File: src/rtl/scan_decoder.sv
// One-hot decoder with optional auto-scan (define SCAN_DECODER_AUTOSCAN_EN to enable).
// All outputs are registered; the one-hot pattern is built per output line.

module scan_decoder_bit #(
  parameter int SEL_W = 2,
  parameter int LANE  = 0
) (
  input  logic [SEL_W-1:0] sel,
  output logic             hit
);
  assign hit = (sel == SEL_W'(LANE));
endmodule

module scan_decoder #(
  parameter int SEL_W = 2,
  parameter int DWELL = 4
) (
  input  logic                  clk,
  input  logic                  rst_n,
  input  logic                  en,
  input  logic                  mode,
  input  logic [SEL_W-1:0]      i,
  input  logic                  load,
  output logic [(2**SEL_W)-1:0] o,
  output logic [SEL_W-1:0]      idx,
  output logic                  valid,
  output logic                  wrap
);
  localparam int OUT_W = 2**SEL_W;

  // Index that will be driven after the coming edge; decoded per line below.
  logic [SEL_W-1:0] sel_d;
  logic [OUT_W-1:0] hot;

  for (genvar g = 0; g < OUT_W; g++) begin : g_line
    scan_decoder_bit #(.SEL_W(SEL_W), .LANE(g)) u_bit (
      .sel (sel_d),
      .hit (hot[g])
    );
  end

`ifdef SCAN_DECODER_AUTOSCAN_EN
  localparam int PW = (DWELL > 1) ? $clog2(DWELL) : 1;

  typedef enum logic [1:0] {IDLE, DIRECT, SCAN} state_t;
  state_t        state;
  logic [PW-1:0] pre;
  logic          adv;

  assign adv = (pre == PW'(DWELL-1));

  // Load beats advance; entering scan starts on the current idx without advancing.
  always_comb begin
    sel_d = idx;
    if (en && !mode)
      sel_d = i;
    else if (en && mode && load)
      sel_d = i;
    else if (en && mode && state == SCAN && adv)
      sel_d = idx + 1'b1;
  end

  always_ff @(posedge clk or negedge rst_n) begin
    if (!rst_n) begin
      state <= IDLE;
      o     <= '0;
      idx   <= '0;
      valid <= 1'b0;
      wrap  <= 1'b0;
      pre   <= '0;
    end else begin
      wrap <= 1'b0;
      if (!en) begin
        state <= IDLE;
        o     <= '0;
        valid <= 1'b0;
        pre   <= '0;
      end else if (!mode) begin
        state <= DIRECT;
        o     <= hot;
        idx   <= sel_d;
        valid <= 1'b1;
        pre   <= '0;
      end else begin
        state <= SCAN;
        o     <= hot;
        idx   <= sel_d;
        valid <= 1'b1;
        if (load || state != SCAN || adv)
          pre <= '0;
        else
          pre <= pre + 1'b1;
        wrap  <= (state == SCAN) && !load && adv && (idx == {SEL_W{1'b1}});
      end
    end
  end
`else
  typedef enum logic {IDLE, DIRECT} state_t;
  state_t state;

  assign sel_d = i;
  assign wrap  = 1'b0;

  // Scan controls have no effect in this build.
  logic unused_ok;
  assign unused_ok = ^{load, mode, state};

  always_ff @(posedge clk or negedge rst_n) begin
    if (!rst_n) begin
      state <= IDLE;
      o     <= '0;
      idx   <= '0;
      valid <= 1'b0;
    end else if (!en) begin
      state <= IDLE;
      o     <= '0;
      valid <= 1'b0;
    end else begin
      state <= DIRECT;
      o     <= hot;
      idx   <= sel_d;
      valid <= 1'b1;
    end
  end
`endif

endmodule
File: config.mk
export PLATFORM = sky130hd
export DESIGN_NAME = scan_decoder
export DESIGN_NICKNAME = d
export VERILOG_FILES = /design/src/rtl/scan_decoder.sv
export SDC_FILE = /design/constraint.sdc
export NUM_CORES = 1
export LEC_CHECK = 0
export ABC_AREA = 0
export ABC_CLOCK_PERIOD_IN_PS = 900
export CAP_MARGIN = 25
export CORE_AREA = 4 4 41 43
export DETAILED_ROUTE_END_ITERATION = 8
export DIE_AREA = 0 0 45 47
export HOLD_SLACK_MARGIN = 0.12
export PLACE_DENSITY = 0.55
export REMOVE_ABC_BUFFERS = 1
export SYNTH_ARGS = -nofsm -noshare
export SYNTH_HDL_FRONTEND = slang
export SYNTH_SLANG_ARGS = --single-unit
File: constraint.sdc
create_clock -name clk -period 0.9 [get_ports clk]
set_clock_uncertainty 0.05 [all_clocks]
set_input_delay 0.09 -clock clk [delete_from_list [all_inputs] [get_ports clk]]
set_output_delay 0.09 -clock clk [all_outputs]
set_load 0.01 [all_outputs]
# After elaboration in Yosys (flattened, before gate mapping)
# Index checks and enable logic that the tools add are counted.
[op_classes]
n_reduce_logical = 1
muxes = 2
eq_ne = 3
[ops]
columns = ["op", "n"]
rows = [
  ["$eq 2x2->1 const B", 2],
  ["$mux 4", 1],
  ["$eq 2x1->1 const B", 1],
  ["$logic_not 2->1", 1],
  ["$mux 1", 1],
]
[word_totals]
in_bits = 7
out_inout_bits = 8
regBits = 7

# Depth between registers and ports, before layout
# Gate-level depths: netlist (run 1).
[logic_depth]
depth_word = 2
ltp_mapped = 1
mapped_depth_nobuf = 1

# By module
# A second synthesis (run 1) with hierarchy kept.
[hier_totals]
cells_unflattened = 19
area_unflattened_um2 = 276.5
[modules_own_cells]
columns = ["mod", "n_inst", "cells_per_inst", "area_each_um2", "seq_area_each_um2"]
rows = [
  ["scan_decoder", 1, 15, 239.0, 175.2],
  ["scan_decoder_bit at g_line[1].u_bit ...", 2, 1, 13.8, 0.0],
  ["scan_decoder_bit at g_line[3].u_bit", 1, 1, 6.3, 0.0],
  ["scan_decoder_bit at g_line[0].u_bit", 1, 1, 3.8, 0.0],
]

# Worst setup path after synthesis (run 1)
# OpenSTA, ideal clock, no wires.
[synth_path]
kind = "register to register"
startpoint = "register, netlist name idx[0]"
endpoint = "register idx[0]"
stages_incl_launch_ff = 2
setup_ns = 0.125
arrival_time_ns = 0.645
synth_period_minus_slack_ns = 0.819
n_path_buf = 0
slack_ns = 0.081
cell_sequence = "dfrtp_1 -> mux2_2"
[synth_rtl]
columns = ["item", "line_no", "text"]
rows = [
  ["to (signal assigned)", "121", "idx <= sel_d;"],
  ["to (decl)", "25", "output logic [SEL_W-1:0] idx,"],
]

# Final worst setup path (run 1)
[layout_path]
startpoint = "register idx[0]"
endpoint = "output port idx[0]"
# No word-level cell between the ends.

==> qor.log, run 1 <==
qor: worst_hold_path.timing.hold.worst.class in -> async
qor: critical_path.setup.worst_path.end_class primary output
qor: timing.setup_slack -9.07 ps
qor: yosys.yosys_register_bits 7
qor: timing.finalWorstPathRequiredPeriod 909 ps
qor: floorplan.floorplan.die.width 45 µm
qor: timing.setup_viol 2
qor: timing.finalHoldViolations 0
qor: yosys.yosysUniqueCellTypes 7
qor: timing.max_freq 1.10 GHz
qor: place.dp_hpwl 406 µm
qor: yosys.average_size_of_a_mapped_cell 16.3 µm²
qor: floorplan.fp.dieH 47 µm
qor: yosys.post-synth-top-area-fraction 71.8%
qor: pwr.seqPwrFrac 48.9%
qor: routing.length_of_the_first_detailed_routing_pass_in_iterations 2
qor: pwr.switching_share 21.6%
qor: global_routing.grt_max_degree 8
qor: floorplan.start_util 18.8%
qor: critical_path.timing_worst_setup_path_type reg -> out
qor: cts.clk_pin_slew_worst_paths 50 ps
qor: outcome.failing_checks negative setup slack
qor: pwr.ir_worst_vdd 0.000864 V
qor: cts.cts_buffers 3
qor: critical_path.worstPathArrival 770 ps
qor: final_layout.stdcell_area 364 µm²
qor: critical_path.cp_cell_sequence buf_2
qor: routing.wl 529 µm
qor: floorplan.rows 13
qor: place.place.port_buffers 11
qor: cts.cts_tree yes
qor: flow_run.max_cap_viol_count 0
qor: routing.vias 173
qor: floorplan.core_area 1300 µm²
qor: global_routing.first_global_vias 197
qor: critical_path.ff2ff_path_depth 1
qor: critical_path.crit_required 760 ps
qor: critical_path.critical-path-top-delay-family flip-flops
qor: yosys.syn-instance-count 15
qor: pwr.static-leakage-power 0.000188 µW
qor: global_routing.globalRouteOverflowTotal 0
qor: timing.finalSetupTns -16.3 ps
qor: final_layout.finalCoreUtilization 28.0%
qor: global_routing.total_track_usage 6.62%
qor: cts.max-clock-path-buffers 2
qor: floorplan.design.portCount 15
qor: critical_path.crit_path_max_fanout 2
qor: final_layout.post_route_cells_drive_above_1_share 53.3%
qor: pwr.power.density_cell_area 1910 nW/µm²
qor: routing.drtAntennaViolNets 0
qor: routing.vias_per_cell 3.84
qor: critical_path.slowest_stage dfrtp_1
qor: pwr.power.share.clock 39.4%
qor: place.post_dp_cell_area 373 µm²
qor: final_layout.fillers 144
qor: timing.grt_setup_unrepaired yes
qor: pwr.total_power 697 µW
qor: cts.clock_sinks 7
qor: global_routing.global_route_wire_length_before_repair 869 µm
qor: place.gpl.final_weighted_congestion 0.592
qor: critical_path.critical-path-max-stage-delay 380 ps
qor: final_layout.flow.area_growth_from_synthesis 49.2%
qor: yosys.synthTopCellsByArea dfrtp_1, mux2_2, and3b_2
qor: cts.postCtsSetupRepairBufs 0
qor: global_routing.initial_antenna_violation_count 0
qor: cts.latest_clock_arrival_within_the_worst_skew_pair 250 ps
qor: critical_path.timing.critical_path.buf_inv 1
qor: routing.detail_route.drc_violations 0
qor: pwr.intPower 546 µW
qor: routing.detailedRoute.firstIterationViolations 2
qor: timing.timing.final.crit_share 101%
qor: yosys.synth-seq-area-share 71.8%
qor: final_layout.antenna_cells_inserted 0
qor: critical_path.timing.critical_path.from_type flop
qor: pwr.power.net_switching 151 µW
qor: cts.cts_root_cell clkbuf_4
qor: floorplan.fp.dieArea 2120 µm²
qor: routing.wl_per_cell 11.8 µm
qor: final_layout.nets 38
qor: pwr.comb_power_share 11.7%
qor: yosys.synth_top_area_cell dfrtp_1
qor: yosys.yosys_warnings 0
qor: yosys.synth.cell_area 244 µm²
qor: cts.htree_depth 1
qor: timing.report.final.slew_viol_count 0
qor: critical_path.crit_cells 1
qor: outcome.run_status finished, violations left
## power by group through the flow
| stage | logic [µW] | clock network (µW) | registers [µW] |
|---|---|---|---|
| detailed placement | 100 | 0 | 346 |
| finish | 81.4 | 275 | 340 |
| CTS | 83.0 | 291 | 340 |
| floorplan | 18.0 | 0 | 355 |
| global route | 88.8 | 313 | 342 |
| global placement | 98.3 | 0 | 345 |
## cell usage in the layout (no fill, tap or decap)
cell	n
dfrtp_1	7
buf_2	7
clkdlybuf4s50_1	4
clkbuf_4	3
mux2_2	2
and3b_2	2
and3_2	1
nor3b_1	1
conb_1	1
clkbuf_1	1
buf_4	1
## area by class of cell
type | count | area, µm² | area share, %
multi-input cells | 7 | 61.3 | 16.8
flip-flops and latches | 7 | 175 | 48.1
repair buffers | 12 | 82.6 | 22.7
clock buffers | 4 | 26.3 | 7.22
well taps | 15 | 18.8 | 5.15
## cell usage after synthesis (all sizes together)
cell and n:
mux2 2, conb 1, dfrtp 7, and3 1, nor3b 1, buf 1, and3b 2
## kinds of logic after synthesis
group	synth area share (%)
flip-flops	71.8
buffers and inverters	3.08
other	1.54
multiplexers	9.23
AND/OR/NAND/NOR	14.4
## per-layer routing
layer	global-route usage [%]	share of wire [%]	vias up	wire, µm
li1	-	-	79	-
met1	4.44	32	74	170
met2	10.2	45	16	236
met3	7.28	19	4	103
met4	5.26	3.4	0	18
met5	0	0	-	0
## what timing repair did
item,4_1_cts,5_1_grt
endpoints found under the hold margin,7,7
setup endpoints to repair,7,5
resized for setup,28,0
## sequential cells by signal (all words and copies together), names as in the netlist
name   count
idx        2
o          4
valid      1
## worst paths after layout
path	startpoint	to	slack (ps)
max	idx[0]$_DFFE_PN0P_	idx[0]	-9
min	rst_n	o[0]$_DFF_PN0_	40
max reg2reg	idx[1]$_DFFE_PN0P_	idx[1]$_DFFE_PN0P_	100
min reg2reg	idx[0]$_DFFE_PN0P_	idx[0]$_DFFE_PN0P_	470
max in group asynchronous	rst_n	o[1]$_DFF_PN0_	520
min in group clk	i[0]	o[0]$_DFF_PN0_	440
## per-stage QoR
stage / std cells / hold slack [ps] / worst slack, ps
floorplan: 14 / -256 / 80.6
global placement: 41 / 308 / -200
detailed placement: 41 / 314 / -246
CTS: 45 / 40.9 / -20.1
global route: 45 / 54.9 / -52.4
finish: 45 / 43.4 / -9.07
No activity file was read; power rests on OpenSTA's default activity.
==> run 2, diff against run 1 <==
Settings changed: CAP_MARGIN 25 to not set, CTS_CLUSTER_DIAMETER set to 150.
==> results of run 2 <==
Final layout, timing and power as in run 1 (identical DEF).
==> run 3, diff against run 2 <==
Settings changed: ABC_AREA 0 to 1, PLACE_DENSITY 0.55 to 0.54.
==> qor.log, run 3 <==
qor: floorplan.rows 13 [unchanged]
qor: place.gpl.final_weighted_congestion 0.731 [+23%]
qor: timing.timing.final.crit_share 100% [-0.93 points]
qor: yosys.synthAdderAreaFrac 0% [unchanged]
qor: final_layout.flow.area_growth_from_synthesis 53.4%
qor: final_layout.largest_register_ff_count 4 [unchanged]
qor: worst_hold_path.timing.hold.worst.class in -> async
qor: critical_path.critical-path-top-delay-family flip-flops
qor: cts.latest_clock_arrival_within_the_worst_skew_pair 250 ps [about the same]
qor: critical_path.timing.critical_path.from_type flop
qor: timing.setup_viol 1 [-1]
qor: routing.vias 181 [+4.6%]
qor: yosys.synth_ff_type dfrtp_1
qor: yosys.synth-seq-area-share 73.3% [+1.5 points]
qor: floorplan.design.portCount 15 [unchanged]
qor: yosys.postSynth.asyncResetShare 100% [unchanged]
qor: cts.cts_tree yes
qor: floorplan.floorplan.die.width 45 µm [unchanged]
qor: critical_path.timing.critical_path.buf_inv 1 [unchanged]
qor: cts.clock_sinks 7 [unchanged]
qor: yosys.yosysUniqueCellTypes 6 [-1]
qor: routing.drtAntennaViolNets 0 [unchanged]
qor: place.dp_hpwl 372 µm [-8.4%]
qor: cts.max-clock-path-buffers 2 [unchanged]
qor: final_layout.registers_with_the_most_flip_flops o (4), idx (2), valid (1)
qor: timing.setup_slack -0.693 ps [+8.37 ps]
qor: yosys.synth.cell_area 239 µm² [-2.1%]
qor: routing.wl_per_cell 9.06 µm [-23%]
qor: final_layout.area_taken_by_multi_input_logic_gates 45.0 µm² [-27%]
qor: outcome.run_status finished, violations left
qor: cts.cts_buffers 3 [unchanged]
qor: yosys.synth_top_area_cell dfrtp_1
qor: yosys.yosys_warnings 0 [unchanged]
qor: flow_run.max_cap_viol_count 0 [unchanged]
qor: cts.cts_root_cell clkbuf_4
qor: global_routing.global_route_wire_length_before_repair 821 µm [-5.5%]
qor: critical_path.worstPathArrival 760 ps [about the same]
qor: yosys.synth_commonest_cells dfrtp_1, nand2_1, nor2_1
qor: pwr.ir_worst_vdd 0.000589 V [-32%]
qor: global_routing.first_global_vias 181 [-8.1%]
qor: final_layout.largest_register o
qor: final_layout.nets 46 [+21%]
qor: floorplan.start_util 18.4% [-0.38 points]
qor: final_layout.finalCoreUtilization 28.2% [+0.19 points]
qor: floorplan.fp.dieH 47 µm [unchanged]
qor: critical_path.crit_path_max_fanout 2 [unchanged]
qor: yosys.synth_mux_area_share 0% [-9.2 points]
qor: critical_path.cp_cell_sequence buf_2
qor: final_layout.post_route_cells_drive_above_1_share 31.6% [-22 points]
qor: timing.finalWorstPathRequiredPeriod 901 ps [-8.37 ps]
qor: floorplan.core_area 1300 µm² [unchanged]
qor: place.post_dp_cell_area 360 µm² [-3.4%]
qor: cts.htree_depth 1 [unchanged]
qor: critical_path.setup.worst_path.end_class primary output
qor: yosys.syn-instance-count 23 [+8]
qor: pwr.static-leakage-power 0.000210 µW [+12%]
qor: final_layout.antenna_cells_inserted 0 [unchanged]
qor: routing.wl 480 µm [-9.3%]
qor: timing.grt_setup_unrepaired yes
qor: yosys.share_of_the_synthesized_netlist_area_taken_by_xor_and_xnor_gates 0% [unchanged]
qor: outcome.failing_checks negative setup slack
qor: yosys.yosys.area_share.simple 17.3% [+2.9 points]
qor: final_layout.stdcell_area 367 µm² [+0.69%]
qor: critical_path.slowest_stage dfrtp_1
qor: yosys.yosys_register_bits 7 [unchanged]
qor: global_routing.grt_max_degree 8 [unchanged]
qor: floorplan.fp.dieArea 2120 µm² [unchanged]
qor: critical_path.timing_worst_setup_path_type reg -> out
qor: timing.finalHoldViolations 0 [unchanged]
qor: pwr.power.density_cell_area 1920 nW/µm² [+0.28%]
qor: routing.length_of_the_first_detailed_routing_pass_in_iterations 2 [unchanged]
qor: final_layout.fillers 157 [+9.0%]
qor: yosys.dominant_combinational_cell_family_by_area_after_synthesis simple AND/OR/NAND/NOR gates
qor: yosys.average_size_of_a_mapped_cell 10.4 µm² [-36%]
qor: timing.max_freq 1.11 GHz [+0.93%]
qor: timing.report.final.slew_viol_count 0 [unchanged]
qor: yosys.synth-compound-area-share 0% [unchanged]
qor: final_layout.area.sequential 175 µm² [unchanged]
qor: critical_path.crit_required 760 ps [about the same]
qor: yosys.synthTopCellsByArea dfrtp_1, nand2_1, nor2_1
qor: routing.detailedRoute.firstIterationViolations 1 [-1]
qor: place.place.port_buffers 11 [unchanged]
qor: cts.clk_pin_slew_worst_paths 60 ps [about the same]
qor: routing.detail_route.drc_violations 0 [unchanged]
qor: global_routing.total_track_usage 6.45% [-0.16 points]
qor: final_layout.most-common-layout-cells nand2_1, dfrtp_1, buf_2, nor2_1, clkdlybuf4s50_1
qor: routing.vias_per_cell 3.42 [-11%]
qor: place.pre_cts_ws -110 ps [+136 ps]
qor: yosys.count_of_flip_flops_with_a_built_in_enable_after_synthesis 0 [unchanged]
qor: global_routing.initial_antenna_violation_count 0 [unchanged]
qor: global_routing.globalRouteOverflowTotal 0 [unchanged]
qor: critical_path.critical-path-max-stage-delay 370 ps [about the same]
qor: yosys.post-synth-top-area-fraction 73.3% [+1.5 points]
-- run 3: cell count changes after synthesis, sizes merged --
cell   previous run  this run
and3              1         0
nand2             0         7
nor3b             1         0
inv               0         3
nor2              0         4
and3b             2         0
mux2              2         0
-- run 3: power breakdown --
part | switching, µW | internal (µW)
Sequential | 6.18 | 332
Clock | 122 | 163
Combinational | 40.9 | 39.7
-- run 3: routing by layer --
metal	GRT usage [%]	share of wire, %	up-vias
met4	5.26	0	0
met3	6.13	15	0
met5	0	0	-
met1	6.99	44	76
li1	-	-	93
met2	7.34	41	12
-- run 3: layout make-up --
cell class	instances	area share, %
sequential	7	47.8
clock inverter	1	1.37
timing repair buffer	12	24.2
clock buffer	3	6.14
tap	15	5.12
inverter	3	3.07
multi-input combinational	12	12.3
-- run 3: worst register-to-register path, stage by stage (launching register included) --
cell and delay (ps):
dfrtp_1 370, buf_4 130, nand2_1 50, nand2_1 40
-- run 3: final timing paths --
kind,startpoint,to,slack [ps],depth (start not counted)
worst max-delay path,idx[0]$_DFFE_PN0P_,idx[0],-0.7,1
worst min-delay path,rst_n,o[0]$_DFF_PN0_,40,1
worst max register to register,idx[1]$_DFFE_PN0P_,idx[1]$_DFFE_PN0P_,160,3
worst min register to register,idx[0]$_DFFE_PN0P_,idx[0]$_DFFE_PN0P_,430,2
max in group asynchronous,rst_n,o[1]$_DFF_PN0_,520,1
min in group clk,en,valid$_DFF_PN0_,340,1
-- run 3: logic make-up (layout without fill, tap and decap cells) --
family	count (synthesis)	after routing
and+or+nand+nor	11	11
other	1	1
DFF	7	7
buffers and inverters	4	19
-- run 3: through the flow --
| step | power (µW) | hold WS, ps | instances | TNS [ps] |
|---|---|---|---|---|
| global route | 754 | 55.3 | 53 | -219 |
| global placement | 434 | 317 | 48 | -923 |
| floorplan | 370 | -256 | 22 | 0 |
| CTS | 718 | 40.7 | 53 | -38.0 |
| detailed placement | 435 | 321 | 48 | -990 |
| finish | 703 | 40.2 | 53 | -0.693 |
-- run 3: what timing repair did --
| action | in CTS | in global routing |
|---|---|---|
| setup endpoints to repair | 7 | 7 |
| cloned | 0 | 0 |
| resized for setup | 28 | 1 |
| setup buffers | 1 | 0 |
| endpoints found under the hold margin | 7 | 7 |
